===== config.mk =====
export PLATFORM = sky130hd
export DESIGN_NAME = sha_msg_schedule
export DESIGN_NICKNAME = d
export VERILOG_FILES = /design/src/rtl/sha_pkg.sv /design/src/rtl/sha_sched_sigma.sv /design/src/rtl/sha_msg_schedule.sv
export SDC_FILE = /design/constraint.sdc
export NUM_CORES = 2
export LEC_CHECK = 0
export CAP_MARGIN = 20
export CORE_MARGIN = 1
export CORE_UTILIZATION = 35
export DETAILED_ROUTE_END_ITERATION = 7
export DONT_BUFFER_PORTS = 1
export GPL_ROUTABILITY_DRIVEN = 0
export HOLD_SLACK_MARGIN = 0.06
export SETUP_SLACK_MARGIN = 0.02
export SLEW_MARGIN = 10
export SYNTH_ARGS = -nofsm -noshare
export SYNTH_HDL_FRONTEND = slang
export SYNTH_SLANG_ARGS = --single-unit

===== constraint.sdc =====
create_clock -name i_clk -period 31 [get_ports i_clk]
set_input_delay 1.55 -clock i_clk [delete_from_list [all_inputs] [get_ports i_clk]]
set_output_delay 1.55 -clock i_clk [all_outputs]
set_load 0.01 [all_outputs]

===== src/rtl/sha_pkg.sv =====
// Shared types and constants for the SHA-2 message-schedule expander.
package sha_pkg;

  typedef enum logic {
    IDLE = 1'b0,
    RUN  = 1'b1
  } state_t;

  localparam int unsigned SHA256_ROUNDS = 64;
  localparam int unsigned SHA512_ROUNDS = 80;

  // Rotate/shift amounts for the small sigma functions s0 and s1
  typedef struct packed {
    int unsigned r0a;
    int unsigned r0b;
    int unsigned sh0;
    int unsigned r1a;
    int unsigned r1b;
    int unsigned sh1;
  } sigma_cfg_t;

  // Entry 0: 32-bit words (SHA-256), entry 1: 64-bit words (SHA-512)
  localparam sigma_cfg_t SIGMA_TBL [2] = '{
    '{r0a: 7, r0b: 18, sh0: 3, r1a: 17, r1b: 19, sh1: 10},
    '{r0a: 1, r0b: 8,  sh0: 7, r1a: 19, r1b: 61, sh1: 6}
  };

  function automatic sigma_cfg_t sigma_cfg(input int unsigned word_w);
    return SIGMA_TBL[word_w == 64 ? 1 : 0];
  endfunction

endpackage


===== src/rtl/sha_sched_sigma.sv =====
// Next schedule word: s1(w14) + w9 + s0(w1) + w0, modulo 2^WORD_W.
module sha_sched_sigma
  import sha_pkg::*;
#(
  parameter int unsigned WORD_W = 32
) (
  input  logic [WORD_W-1:0] w0,
  input  logic [WORD_W-1:0] w1,
  input  logic [WORD_W-1:0] w9,
  input  logic [WORD_W-1:0] w14,
  output logic [WORD_W-1:0] w_next_c
);

  localparam sigma_cfg_t CFG = sigma_cfg(WORD_W);

  function automatic logic [WORD_W-1:0] rotr(input logic [WORD_W-1:0] x, input int unsigned n);
    return (x >> n) | (x << (WORD_W - n));
  endfunction

  logic [WORD_W-1:0] s0;
  logic [WORD_W-1:0] s1;

  always_comb begin
    s0       = rotr(w1, CFG.r0a) ^ rotr(w1, CFG.r0b) ^ (w1 >> CFG.sh0);
    s1       = rotr(w14, CFG.r1a) ^ rotr(w14, CFG.r1b) ^ (w14 >> CFG.sh1);
    w_next_c = s1 + w9 + s0 + w0;
  end

endmodule


===== src/rtl/sha_msg_schedule.sv =====
// SHA-2 message-schedule expander: loads a 16-word block, streams W[0..ROUNDS-1].
// Optional build macro SHA_SCHED_BYTESWAP_EN byte-reverses each word at load.
module sha_msg_schedule
  import sha_pkg::*;
#(
  parameter int unsigned WORD_W = 32,
  parameter int unsigned ROUNDS = SHA256_ROUNDS
) (
  input  logic                        i_clk,
  input  logic                        i_reset,
  input  logic                        i_clear,
  input  logic                        i_blk_valid,
  output logic                        o_blk_ready,
  input  logic [16*WORD_W-1:0]        i_block,
  output logic                        o_w_valid,
  input  logic                        i_w_ready,
  output logic [WORD_W-1:0]           o_w,
  output logic [$clog2(ROUNDS)-1:0]   o_w_idx,
  output logic                        o_w_last
);

  localparam int unsigned IDX_W    = $clog2(ROUNDS);
  localparam logic [IDX_W-1:0] LAST_IDX = IDX_W'(ROUNDS - 1);

  state_t            state_q;
  state_t            state_d;
  logic [WORD_W-1:0] win_q [16];
  logic [IDX_W-1:0]  idx_q;
  logic [WORD_W-1:0] w_next;
  logic              load;
  logic              shift;

  function automatic logic [WORD_W-1:0] load_word(input logic [WORD_W-1:0] x);
`ifdef SHA_SCHED_BYTESWAP_EN
    logic [WORD_W-1:0] r;
    r = '0;
    for (int b = 0; b < WORD_W / 8; b++) begin
      r[8*b +: 8] = x[WORD_W-8-8*b +: 8];
    end
    return r;
`else
    return x;
`endif
  endfunction

  sha_sched_sigma #(.WORD_W(WORD_W)) u_sigma (
    .w0       (win_q[0]),
    .w1       (win_q[1]),
    .w9       (win_q[9]),
    .w14      (win_q[14]),
    .w_next_c (w_next)
  );

  assign load  = (state_q == IDLE) & i_blk_valid;
  assign shift = (state_q == RUN) & i_w_ready;

  always_ff @(posedge i_clk or posedge i_reset) begin : state_reg
    if (i_reset) state_q <= IDLE;
    else         state_q <= state_d;
  end

  // Clear overrides both the block load and the word handshake
  always_comb begin : next_state
    state_d = state_q;
    case (state_q)
      IDLE: if (i_blk_valid) state_d = RUN;
      RUN:  if (i_w_ready && (idx_q == LAST_IDX)) state_d = IDLE;
    endcase
    if (i_clear) state_d = IDLE;
  end

  // Sliding window: W[t] sits in win_q[0]; the new word enters at the top on each shift
  always_ff @(posedge i_clk or posedge i_reset) begin : window_reg
    if (i_reset) begin
      for (int k = 0; k < 16; k++) win_q[k] <= '0;
      idx_q <= '0;
    end else if (i_clear) begin
      idx_q <= '0;
    end else if (load) begin
      for (int k = 0; k < 16; k++) win_q[k] <= load_word(i_block[(15-k)*WORD_W +: WORD_W]);
      idx_q <= '0;
    end else if (shift) begin
      for (int k = 0; k < 15; k++) win_q[k] <= win_q[k+1];
      win_q[15] <= w_next;
      idx_q     <= (idx_q == LAST_IDX) ? '0 : idx_q + IDX_W'(1);
    end
  end

  always_comb begin : outputs
    o_blk_ready = 1'b0;
    o_w_valid   = 1'b0;
    o_w_last    = 1'b0;
    o_w         = win_q[0];
    o_w_idx     = idx_q;
    case (state_q)
      IDLE: o_blk_ready = 1'b1;
      RUN: begin
        o_w_valid = 1'b1;
        o_w_last  = (idx_q == LAST_IDX);
      end
    endcase
  end

endmodule

# == Word level (Yosys, flattened, before mapping) ==
# Index checks and enable logic that the tools add are counted.
# totals
register_bits,519
latch_bits,0
mem_bits_rw,0
mem_bits_ro,0
output_inout_bits,41
wordCells,52
n_memories,0
# op_classes
add_sub_neg,4
mul,0
div_mod_pow,0
n_lt_le_gt_ge,0
eq_ne,1
n_shift,0
muxes,13
bitwise_logic,12
n_reduce_logical,4
# op_table
cell,count
$mux W512,2
$add A32 B32 Y32,3
$xor A32 B32 Y32,2
$or A13 B32 Y32,1
$or A14 B32 Y32,1
$or A15 B32 Y32,1
$or A25 B32 Y32,1
$xor A32 B22 Y32,1
$xor A32 B29 Y32,1
$mux W6,4
$add A6 B1 Y6 const B,1
$eq A6 B6 Y1 const B,1
$mux W1,6
$reduce_bool A3 Y1,1
$and A1 B1 Y1,2
$not A1 Y1,2
$pmux W1 S2,1
$reduce_and A2 Y1,1
$reduce_bool A2 Y1,1
$logic_and A1 B1 Y1,1

# == Logic depth before layout (Yosys ltp) ==
# logic_depth
depth_word,8
depth_mapped,16
mapped_depth_nobuf,15

# == Hierarchy ==
# A second synthesis with hierarchy kept.
# unflattened
cells_unflattened,2266
area_unflattened_um2,30651.9
# modules_own_cells
mod,instances,cells_per_inst,area_per_inst_um2,seq_area_each_um2
sha_msg_schedule,1,1726,26281.5,12987.5
sha_sched_sigma,1,540,4370.4,0.0

# == Worst setup path after synthesis ==
# OpenSTA, ideal clock, no wires.
# synth_timing
path_type,register to register
from,reg win_q[50] (netlist bit)
to,reg win_q[27] (netlist bit)
setup_ns,0.134
t_arrival_ns,3.758
slack_ns,27.109
path_stages_with_launch,17
synth_period_minus_slack_ns,3.891
cell_sequence,dfrtp_1 clkbuf_1 xor2_1 xnor2_1 fa_1 inv_1 fa_1 ha_1 fa_1 a21oi_1 o21a_1 o211ai_2 a31oi_2 nor4_1 a211oi_1 xor2_1 o21ai_1
# synth_via
elab_chain_len,8
# synth_rtl
element,line_no,source
start: declaration,sha_msg_schedule.sv:27,logic [WORD_W-1:0] win_q [16];
$or A15 B32 Y32,sha_sched_sigma.sv:17,return (x >> n) | (x << (WORD_W - n));
$xor A32 B32 Y32,sha_sched_sigma.sv:25,"s1 = rotr(w14, CFG.r1a) ^ rotr(w14, CFG.r1b) ^ (w14 >> CFG.sh1);"
$xor A32 B22 Y32 (*),sha_sched_sigma.sv:25,
$add A32 B32 Y32 (*) (3 in series),sha_sched_sigma.sv:26,w_next_c = s1 + w9 + s0 + w0;
$mux W512 (*),sha_msg_schedule.sv:82,end else if (shift) begin
$mux W512 (*),sha_msg_schedule.sv:79,end else if (load) begin
# Mark *: on every way between the ends. The rest lies on a longest branch, timed or not. The select of a mux whose other input is x is not followed.
# A chain may end at the register's enable or synchronous reset.

# == Worst setup path in the final report ==
# layout_timing
from,in i_blk_valid
to,reg win_q[300] (netlist bit)
# layout_via
elab_chain_len,3
elab_cells_between_ends,4
cone_classes,1 x mux; 1 x bitwise; 2 x reduce/logical
# layout_rtl
element,line_no,source
start: declaration,sha_msg_schedule.sv:12,"input logic i_blk_valid,"
$and A1 B1 Y1 (*),sha_msg_schedule.sv:54,assign load = (state_q == IDLE) & i_blk_valid;
$reduce_bool A2 Y1 (no line),n/a,
$reduce_and A2 Y1 (no line),n/a,
# Mark *: on every way between the ends. The rest lies on a longest branch, timed or not.

==> results.ini <==
[outcome]
outcome=completed

[sta]
max_slew_margin_pct=29.6
max_freq_mhz=158
final.setup_skew_ns=0.0190
hold_violations=0
setup_tns_ns=0
setup_slack_ns=24.66
setup_viol=0
fin_crit_sh_pct=20.5
worst_pin_slew_ns=1.06
report.final.slew_viol_count=0
rsz0062_at_grt=false
min_period_ns=6.34

[placement]
dp_hpwl_um=77300
pre_cts_ws_ns=23.80
io_buffers=0

[critical_path]
worstSetupStartpointType=input port
worstPathMaxFanout=210
critPathKind=input port to register
rrSetupSlack_ns=24.83
worst_setup_path_end_kind=register
reg2regPathDepth=11
worstSetupEndpoint=win_q[300]
r2r-start=state_q
arrival_ns=6.89
critPathLaunch=i_blk_valid
r2r_end=win_q[300]
cp.required_ns=31.54

[power]
ir_drop_uv=133
p_leak_nw=13.3
p_per_area_nw_per_um2=147
power_mw=4.46

[yosys]
avgSynthCellArea_um2=8.16
async_flop_share_pct=100
ys_seq_area_share_pct=46.5
synth.top_cell.area_share_pct=46.5
synth_edf_count=0
synth_top_cells_by_area=dfrtp_1 46%, nand2_1 14%, a31oi_1 11%
synthFlopType=dfrtp_1
syn-num-nets=4034
yosysWarningCount=0
syn_inst=3423
synth_top_area_cell=dfrtp_1
synth-seq-cells=519
yosysUniqueCellTypes=55
syn_area_um2=27900

[clock_tree]
clk_path_buf_depth=3
cts_root_buf=clkbuf_16
cts_buffers=60
cts_sinks=519
clk_pin_slew_worst_paths_ns=0.06
htree_num_levels=2
cts_tree=yes
worstSkewPairLatency_ns=0.63
post_cts_resized=0
cts_hold_buffers=0
cts_setup_buffers=0

[die]
die_w_um=285
die-area_um2=81000
num_rows=103
fp.dieH_um=285
initial_utilization_pct=35.4
core_area_um2=79000
io_pins=558

[global_route]
grt_pass1_wl_um=147000
antenna_found_initial=10
grt-ovfl-total=0
grt_max_degree=211
grtUsageTotal_pct=24.5
grt_pass1_vias=21700

[routing]
antenna_left=0
drt-wirelength-per-cell_um=23.7
drtIter0Drc=2117
vias_per_cell=5.31
via_count=22800
drt-total-wl_um=102000
first_pass_iters=5
drc=0

[cells_and_area]
final_layout_size_suffix_gt1_share_pct=4.77
syn2layout_area_growth_pct=8.39
finalNetCount=3808
final_cell_mix=1006 x nand2_1, 519 x dfrtp_1, 516 x nor2_1
final_common_cell=nand2_1

[job]
max_cap_violations=0

[worst_hold_path]
worstHoldPathType=register to register

==> state kept, by name, indices dropped and copies added, names as in the netlist <==
name and flops:
o_w_idx 6, o_w 32, win_q 480, state_q 1
==> logic make-up (layout without fill, tap and decap cells) <==
| group | after synthesis | count (layout) | share of synthesized area (%) |
|---|---|---|---|
| buffers and inverters | 441 | 265 | 6.84 |
| adders and majority gates | 94 | 94 | 5.88 |
| xor gates and xnor gates | 148 | 148 | 4.64 |
| AOI/OAI and AO/OA | 642 | 642 | 14.5 |
| and+or+nand+nor | 1578 | 1578 | 21.7 |
| other | 0 | 6 | 0 |
| muxes | 1 | 1 | 0.0358 |
| DFF | 519 | 519 | 46.5 |
==> how the worst min path moves through the flow <==
| stage | end | depth (start not counted) | from |
|---|---|---|---|
| after floorplan | win_q[10] | 2 | win_q[10] |
| after CTS | win_q[10] | 2 | win_q[10] |
| after global routing | win_q[4] | 2 | win_q[4] |
| after global placement | win_q[4] | 2 | win_q[4] |
| after detailed placement | win_q[10] | 2 | win_q[10] |
| final | win_q[10] | 2 | win_q[10] |
==> where the power goes <==
part / internal (mW) / switching, mW / total (mW)
sequential: 0.865 / 0.210 / 1.08
combinational: 1.01 / 1.62 / 2.63
clock: 0.446 / 0.308 / 0.754
==> per-stage QoR <==
| step | util [%] | cell area [um^2] | hold slack, ns | instances |
|---|---|---|---|---|
| after floorplan | - | 27900 | 0.449 | 3423 |
| after global placement | 35.5 | 28100 | 0.463 | 4182 |
| after detailed placement | 35.5 | 28100 | 0.471 | 4182 |
| after CTS | 38.2 | 30200 | 0.485 | 4294 |
| after global routing | 38.3 | 30300 | 0.512 | 4303 |
| final | 38.3 | 30300 | 0.482 | 4303 |
==> cell type report <==
class                   count  area [um^2]
diodes                      6         15.0
clock buffers              83         1750
clock inverters            29          377
fillers                  8189        48700
inverters                 125          477
multi-input cells        2463        13100
flip-flops and latches    519        13000
well taps                1050         1310
repair buffers             28          300
==> synth_stat cells, types with 2 or more instances <==
cell      count
a21oi_2       2
o21ai_0      26
nor2_1      516
inv_1       124
o22ai_1       7
buf_2        76
dfrtp_1     519
nand3_2       2
nand4_1       4
a21o_1       13
buf_6         4
o21a_1        7
a21oi_1      58
nor3_1       10
nand3_1      12
xnor2_1      92
buf_4        35
xor2_1       56
nand2b_1      3
clkbuf_1    201
a31oi_2       2
o21ai_1      12
nand2_1    1007
a22o_1        2
fa_1         62
nor2b_1       2
o21bai_1      3
and3_1       16
o211ai_1      2
a31oi_1     488
a211oi_1      4
and4_1        2
ha_1         32
==> worst max-delay path, stage by stage <==
cell and delay (ns):
nand2_4 0.41, a21oi_4 0.34, buf_12 0.50, buf_4 0.86, buf_4 0.92, buf_4 0.88, buf_4 0.63, buf_12 0.34
nor2_1 0.09, a31oi_1 0.15
==> layer usage <==
layer / global-route usage (%) / vias up / wire [um]
met5: 0 / - / 13
met2: 38.3 / 825 / 46700
met1: 33.4 / 11100 / 44700
met3: 5.46 / 127 / 7450
met4: 8.17 / 2 / 3110
li1: - / 10800 / -
Note: power is estimated with default switching activity, not from simulation.
